==> config.mk <==
export PLATFORM = sky130hd
export DESIGN_NAME = plic_core_flat
export DESIGN_NICKNAME = d
export VERILOG_FILES = /design/src/rtl/plic_core_if.sv /design/src/rtl/plic_core.sv /design/src/flat_wrapper.sv
export SDC_FILE = /design/constraint.sdc
export NUM_CORES = 1
export LEC_CHECK = 0
export CAP_MARGIN = 10
export CORE_UTILIZATION = 60
export CTS_CLUSTER_SIZE = 14
export DETAILED_ROUTE_END_ITERATION = 10
export HOLD_SLACK_MARGIN = 0.05
export MAX_ROUTING_LAYER = met4
export PLACE_DENSITY = 0.85
export SKIP_LAST_GASP = 1
export SLEW_MARGIN = 10
export SYNTH_ARGS = -nofsm -noshare
export SYNTH_HDL_FRONTEND = slang
export SYNTH_SLANG_ARGS = --single-unit
==> constraint.sdc <==
create_clock -name CLK100MHZ -period 24.1 [get_ports CLK100MHZ]
set_input_delay 4.82 -clock CLK100MHZ [delete_from_list [all_inputs] [get_ports CLK100MHZ]]
set_output_delay 4.82 -clock CLK100MHZ [all_outputs]
set_load 0.01 [all_outputs]
==> src/rtl/plic_core_if.sv <==
// Bus bundle between the PLIC core and the CPU/board side: source lines, config, claim/complete.
// Carries edge_mode only when PLIC_EDGE_EN is defined.
`timescale 1ns/1ps
interface plic_core_if #(
    parameter int N_SRC  = 8,
    parameter int PRIO_W = 3,
    parameter int ID_W   = $clog2(N_SRC + 1)
);
    logic [N_SRC-1:0]  irq_src;
    logic [N_SRC-1:0]  irq_en;
    logic [PRIO_W-1:0] threshold;
    logic              prio_we;
    logic [ID_W-1:0]   prio_idx;
    logic [PRIO_W-1:0] prio_wdata;
    logic              claim_req;
    logic              claim_valid;
    logic [ID_W-1:0]   claim_id;
    logic              complete_req;
    logic [ID_W-1:0]   complete_id;
    logic              irq_out;
    logic [N_SRC-1:0]  pending_o;
`ifdef PLIC_EDGE_EN
    logic [N_SRC-1:0]  edge_mode;
`endif

    modport master (
`ifdef PLIC_EDGE_EN
        output edge_mode,
`endif
        output irq_src, irq_en, threshold, prio_we, prio_idx, prio_wdata,
        output claim_req, complete_req, complete_id,
        input  claim_valid, claim_id, irq_out, pending_o
    );

    modport slave (
`ifdef PLIC_EDGE_EN
        input  edge_mode,
`endif
        input  irq_src, irq_en, threshold, prio_we, prio_idx, prio_wdata,
        input  claim_req, complete_req, complete_id,
        output claim_valid, claim_id, irq_out, pending_o
    );
endinterface

==> src/rtl/plic_core.sv <==
// Parametrised platform-level interrupt controller core: synchroniser, per-source gateways,
// priority/enable/threshold filtering, registered arbitration. PLIC_EDGE_EN adds edge triggering.
`timescale 1ns/1ps
module plic_core #(
    parameter int N_SRC       = 8,
    parameter int PRIO_W      = 3,
    parameter int SYNC_STAGES = 2,
    parameter int ID_W        = $clog2(N_SRC + 1)
) (
    input logic        CLK100MHZ,
    input logic        CPU_RESETN,
    plic_core_if.slave bus
);
    typedef enum logic [1:0] {S_IDLE, S_PENDING, S_INFLIGHT} gw_state_e;

    logic [N_SRC-1:0]  sync_src;
    logic [N_SRC-1:0]  trig;
    logic [N_SRC-1:0]  pend;
    logic [N_SRC-1:0]  claim_hit;
    logic [N_SRC-1:0]  complete_hit;
    logic [N_SRC-1:0]  eligible;
    gw_state_e         state_q [N_SRC];
    logic [PRIO_W-1:0] prio_q  [N_SRC];
    logic [PRIO_W-1:0] best_prio;
    logic [ID_W-1:0]   best_id_d;
    logic [ID_W-1:0]   best_id_q;
    logic [ID_W-1:0]   claim_id_q;
    logic              claim_valid_q;

    generate
        if (SYNC_STAGES == 0) begin : g_nosync
            assign sync_src = bus.irq_src;
        end else begin : g_sync
            logic [N_SRC-1:0] sync_q [SYNC_STAGES];
            always_ff @(posedge CLK100MHZ or posedge CPU_RESETN) begin
                if (CPU_RESETN) begin
                    for (int s = 0; s < SYNC_STAGES; s++) sync_q[s] <= '0;
                end else begin
                    sync_q[0] <= bus.irq_src;
                    for (int s = 1; s < SYNC_STAGES; s++) sync_q[s] <= sync_q[s-1];
                end
            end
            assign sync_src = sync_q[SYNC_STAGES-1];
        end
    endgenerate

`ifdef PLIC_EDGE_EN
    logic [N_SRC-1:0] hist_q;
    logic [N_SRC-1:0] edge_q;
    logic [N_SRC-1:0] rise;

    assign rise = sync_src & ~hist_q & bus.edge_mode;
    assign trig = (bus.edge_mode & (edge_q | rise)) | (~bus.edge_mode & sync_src);

    // One remembered edge per source; it is consumed only when an idle gateway goes pending.
    always_ff @(posedge CLK100MHZ or posedge CPU_RESETN) begin
        if (CPU_RESETN) begin
            hist_q <= '0;
            edge_q <= '0;
        end else begin
            hist_q <= sync_src;
            for (int i = 0; i < N_SRC; i++) begin
                if (state_q[i] == S_IDLE && bus.edge_mode[i] && trig[i]) edge_q[i] <= 1'b0;
                else                                                      edge_q[i] <= edge_q[i] | rise[i];
            end
        end
    end
`else
    assign trig = sync_src;
`endif

    // A claim masks the source it is taking so the arbiter never offers it twice.
    always_comb begin
        pend         = '0;
        claim_hit    = '0;
        complete_hit = '0;
        eligible     = '0;
        for (int i = 0; i < N_SRC; i++) begin
            pend[i]         = (state_q[i] == S_PENDING);
            claim_hit[i]    = bus.claim_req && (best_id_q == ID_W'(i + 1));
            complete_hit[i] = bus.complete_req && (bus.complete_id == ID_W'(i + 1));
            eligible[i]     = pend[i] && bus.irq_en[i] && (prio_q[i] > bus.threshold) && !claim_hit[i];
        end
    end

    always_comb begin
        best_id_d = '0;
        best_prio = '0;
        for (int i = 0; i < N_SRC; i++) begin
            if (eligible[i] && (best_id_d == '0 || prio_q[i] > best_prio)) begin
                best_id_d = ID_W'(i + 1);
                best_prio = prio_q[i];
            end
        end
    end

    always_ff @(posedge CLK100MHZ or posedge CPU_RESETN) begin
        if (CPU_RESETN) begin
            for (int i = 0; i < N_SRC; i++) state_q[i] <= S_IDLE;
        end else begin
            for (int i = 0; i < N_SRC; i++) begin
                case (state_q[i])
                    S_IDLE:     if (trig[i])         state_q[i] <= S_PENDING;
                    S_PENDING:  if (claim_hit[i])    state_q[i] <= S_INFLIGHT;
                    S_INFLIGHT: if (complete_hit[i]) state_q[i] <= S_IDLE;
                    default:                         state_q[i] <= S_IDLE;
                endcase
            end
        end
    end

    always_ff @(posedge CLK100MHZ or posedge CPU_RESETN) begin
        if (CPU_RESETN) begin
            for (int i = 0; i < N_SRC; i++) prio_q[i] <= '0;
        end else if (bus.prio_we) begin
            for (int i = 0; i < N_SRC; i++) begin
                if (bus.prio_idx == ID_W'(i + 1)) prio_q[i] <= bus.prio_wdata;
            end
        end
    end

    always_ff @(posedge CLK100MHZ or posedge CPU_RESETN) begin
        if (CPU_RESETN) begin
            best_id_q     <= '0;
            claim_valid_q <= 1'b0;
            claim_id_q    <= '0;
        end else begin
            best_id_q     <= best_id_d;
            claim_valid_q <= bus.claim_req;
            claim_id_q    <= bus.claim_req ? best_id_q : '0;
        end
    end

    assign bus.irq_out     = (best_id_q != '0);
    assign bus.claim_valid = claim_valid_q;
    assign bus.claim_id    = claim_id_q;
    assign bus.pending_o   = pend;
endmodule

==> src/flat_wrapper.sv <==
// flat-port wrapper written by rule: the top's interface ports become plain ports
module plic_core_flat 
#(
    parameter int N_SRC       = 8,
    parameter int PRIO_W      = 3,
    parameter int SYNC_STAGES = 2,
    parameter int ID_W        = $clog2(N_SRC + 1)
)
  (CLK100MHZ, CPU_RESETN, bus_irq_src, bus_irq_en, bus_threshold, bus_prio_we, bus_prio_idx, bus_prio_wdata, bus_claim_req, bus_complete_req, bus_complete_id, bus_claim_valid, bus_claim_id, bus_irq_out, bus_pending_o);
  plic_core_if #(.N_SRC(N_SRC), .PRIO_W(PRIO_W), .ID_W(ID_W)) bus_i ();
  input logic CLK100MHZ;
  input logic CPU_RESETN;
  input wire logic [$bits(bus_i.irq_src)-1:0] bus_irq_src;
  input wire logic [$bits(bus_i.irq_en)-1:0] bus_irq_en;
  input wire logic [$bits(bus_i.threshold)-1:0] bus_threshold;
  input wire logic [$bits(bus_i.prio_we)-1:0] bus_prio_we;
  input wire logic [$bits(bus_i.prio_idx)-1:0] bus_prio_idx;
  input wire logic [$bits(bus_i.prio_wdata)-1:0] bus_prio_wdata;
  input wire logic [$bits(bus_i.claim_req)-1:0] bus_claim_req;
  input wire logic [$bits(bus_i.complete_req)-1:0] bus_complete_req;
  input wire logic [$bits(bus_i.complete_id)-1:0] bus_complete_id;
  output wire logic [$bits(bus_i.claim_valid)-1:0] bus_claim_valid;
  output wire logic [$bits(bus_i.claim_id)-1:0] bus_claim_id;
  output wire logic [$bits(bus_i.irq_out)-1:0] bus_irq_out;
  output wire logic [$bits(bus_i.pending_o)-1:0] bus_pending_o;
  assign bus_i.irq_src = bus_irq_src;
  assign bus_i.irq_en = bus_irq_en;
  assign bus_i.threshold = bus_threshold;
  assign bus_i.prio_we = bus_prio_we;
  assign bus_i.prio_idx = bus_prio_idx;
  assign bus_i.prio_wdata = bus_prio_wdata;
  assign bus_i.claim_req = bus_claim_req;
  assign bus_i.complete_req = bus_complete_req;
  assign bus_i.complete_id = bus_complete_id;
  assign bus_claim_valid = bus_i.claim_valid;
  assign bus_claim_id = bus_i.claim_id;
  assign bus_irq_out = bus_i.irq_out;
  assign bus_pending_o = bus_i.pending_o;
  plic_core #(.N_SRC(N_SRC), .PRIO_W(PRIO_W), .SYNC_STAGES(SYNC_STAGES), .ID_W(ID_W)) u_core (.CLK100MHZ(CLK100MHZ), .CPU_RESETN(CPU_RESETN), .bus(bus_i));
endmodule
==> impl_metrics.py <==
metrics = {
    "placed_design": {
        "gp_congestion": 0.9422,
        "dp_slack_ns": 6.884,
        "dp_cells": 529,
        "dp.final_hpwl_um": 7306,
        "io_buffers": 48,
    },
    "synth": {
        "synth_edf_count": 0,
        "synthesis.area_um2": 3985,
        "syn_nets": 483,
        "synth_compound_area_share_pct": 18.65,
        "yosys.area_share.xor_xnor_pct": 0,
        "syn_inst": 407,
        "synth-main-ff-cell": "dfrtp_1",
        "seq_area_frac_synth_pct": 40.82,
        "synthAdderAreaFrac_pct": 12.87,
        "yosys_warnings": 0,
        "synth_top_family_by_area": "simple AND/OR/NAND/NOR gates",
        "async_flop_share_pct": 100.0,
        "syn_avg_cell_area_um2": 9.791,
        "synth_mux_area_share_pct": 5.903,
        "ys_types": 60,
        "ys_seq_elements": 65,
        "yosys.area_share.simple_pct": 19.00,
    },
    "critical_path": {
        "crit_path_end_kind": "flip-flop",
        "crit_family": "compound AO/OA/AOI/OAI gates",
        "slowest_delay_ns": 0.75,
        "crit_required_ns": 24.30,
        "cp_num_buf_inv": 2,
        "cp_slowest_cell": "clkdlybuf4s50_1",
        "crit_type": "in -> reg",
        "reg2reg_slack_ns": 11.57,
        "cp.arrival_ns": 17.47,
        "startpoint_type": "input pin",
        "path_max_fanout": 10,
        "worst_path_most_repeated_cell": "ha_1",
    },
    "timing": {
        "fin_tns_setup_ns": 0,
        "skew_ns": 0.006126,
        "rsz0062_at_grt": "false",
        "slew_headroom_pct": 37.41,
        "setup_ws_ns": 6.829,
        "slew_violations": 0,
        "setup_viol": 0,
        "post-route-period-util_pct": 71.66,
        "clock.fmax_ghz": 0.05790,
        "hold_viol": 0,
        "tightestPinTransition_ns": 0.9290,
        "min_period_ns": 17.27,
    },
    "routing": {
        "vias": 3531,
        "ant_nets": 0,
        "drt-initial-drc-count": 293,
        "drc": 0,
        "wl_um": 10020,
        "wl_per_cell_um": 18.39,
        "via_per_inst": 6.479,
        "dr.pass1.iters": 7,
    },
    "grt": {
        "grt_max_degree": 66,
        "gr-usage-all-layers_pct": 31.46,
        "grt_pass1_vias": 3539,
        "grt-ovfl-total": 0,
        "antenna_found_initial": 0,
        "grt_pass1_wl_um": 16660,
    },
    "power_and_ir_drop": {
        "p_sw_share_pct": 37.57,
        "power_frac_clock_pct": 24.7,
        "power_density_nw_per_um2": 106.2,
        "leakagePower_nw": 2.108,
        "combPwrFrac_pct": 43.8,
        "seqPwrFrac_pct": 31.5,
        "p_int_mw": 0.3188,
        "ir_drop_v": 0.00006547,
        "power_switching_mw": 0.1918,
    },
    "clock_tree": {
        "post-cts-setup-buffer-count": 0,
        "htree_levels": 3,
        "postCtsResizedCells": 0,
        "ctsRootBufferMaster": "clkbuf_8",
        "cts_sinks": 65,
        "holdBufCountCts": 0,
        "cts_tree": "built",
        "clock_latency_ns": 0.35,
        "cts_buffer_depth": 2,
        "cts_buffers": 9,
        "clk_pin_slew_ns": 0.07,
    },
    "cells_and_area": {
        "num-nets-final": 539,
        "final_cells": 545,
        "final_util_pct": 75.33,
        "drive_gt1_share_pct": 9.829,
        "final_common_cell": "dfrtp_1",
        "final_cell_mix": "dfrtp_1, clkdlybuf4s50_1, ha_1, nand2_1, o21ai_0",
        "diodes": 0,
        "syn2layout_area_growth_pct": 20.72,
    },
    "floorplanning": {
        "die_w_um": 83.50,
        "die_h_um": 83.50,
        "start_util_pct": 62.40,
        "dieArea_um2": 6971,
        "rows": 29,
        "boundaryPins": 49,
        "fp.coreArea_um2": 6386,
    },
    "job": {
        "drv_cap": 0,
    },
    "run_status": {
        "outcome": "completed",
    },
    "worst_hold_path": {
        "hold_path_class": "reg -> reg",
    },
}
[synthesized netlist by cell type (all sizes together) (2+ instances only)]
cell type   n  area share, %
dfrtp      65             41
ha         41             13
nand2      38            3.6
o21ai      33            4.2
inv        23            2.2
nor2       22            2.1
a21oi      21            2.7
nand3      21            2.6
mux2       20            5.7
nor2b      17            2.7
a21o        7            1.3
and2        7            1.1
nand3b      7            1.3
o21a        7            1.3
a211oi      6            1.1
a31oi       6           0.94
and3        6           0.94
nor3b       5           0.94
o211a       4            1.0
or3         4           0.63
a31o        3           0.66
nor3        3           0.38
nor4        3           0.47
o22ai       3           0.47
a21boi      2           0.38
a221oi      2           0.44
a311oi      2           0.60
a41oi       2           0.63
buf         2           0.41
clkbuf      2           0.19
nand2b      2           0.50
o311ai      2           0.44
[sequential cells by signal (all words and copies together) (netlist names)]
signal                  count
u_core.prio_q              24
u_core.state_q             16
u_core.g_sync.sync_q        8
u_core.sync_src             8
u_core.best_id_q            4
u_core.bus.claim_id         4
u_core.bus.claim_valid      1
[metal layers]
metal  part of all wire [%]  vias up  track usage (%)
li1                       -     1622                -
met1                     41     1706            37.51
met2                     49      161            52.16
met3                    6.9       42            6.924
met4                    3.1        0            12.63
met5                      0        -                -
[power by group through the flow]
| stage | logic [mW] | registers, mW | clock network (mW) |
|---|---|---|---|
| 3_5_place_dp | 0.218 | 0.161 | 0 |
| 2_1_floorplan | 0.160 | 0.150 | 0 |
| 5_1_grt | 0.247 | 0.165 | 0.132 |
| 6_report | 0.224 | 0.161 | 0.126 |
| 3_3_place_gp | 0.209 | 0.160 | 0 |
| 4_1_cts | 0.220 | 0.160 | 0.126 |
[through the flow]
step	total power, mW	hold WS (ns)	area, um2
after CTS	0.5069	0.3508	4811
after detailed placement	0.3793	0.3347	4546
after floorplan	0.3106	0.3312	3985
final	0.5107	0.3505	4811
after global placement	0.3685	0.3334	4546
after global routing	0.5433	0.3545	4811
[cell type report]
type	count	area (um2)
clock buffers	10	127.6
clock inverters	6	137.6
fillers	452	1575
inverters	23	86.33
multi-input cells	315	2248
flip-flops and latches	65	1627
well taps	77	96.34
repair buffers	49	488.0
[final timing paths]
path	startpoint	end	depth (start not counted)
worst min register to register	u_core.g_sync.sync_q[12]	u_core.sync_src[4]	0
worst max register to register	u_core.prio_q[23]	u_core.best_id_q[0]	55
worst max-delay path	bus_threshold[0]	u_core.best_id_q[0]	56
min in group asynchronous	CPU_RESETN	u_core.g_sync.sync_q[13]	3
worst min-delay path	u_core.g_sync.sync_q[12]	u_core.sync_src[4]	0
max in group asynchronous	CPU_RESETN	u_core.prio_q[10]	3
[cell families after synthesis]
logic type | Yosys count
and+or+nand+nor | 143
AOI/OAI and AO/OA | 110
DFF | 65
adders and majority gates | 41
buffers and inverters | 27
muxes | 21
No activity file was read; power rests on OpenSTA's default activity.
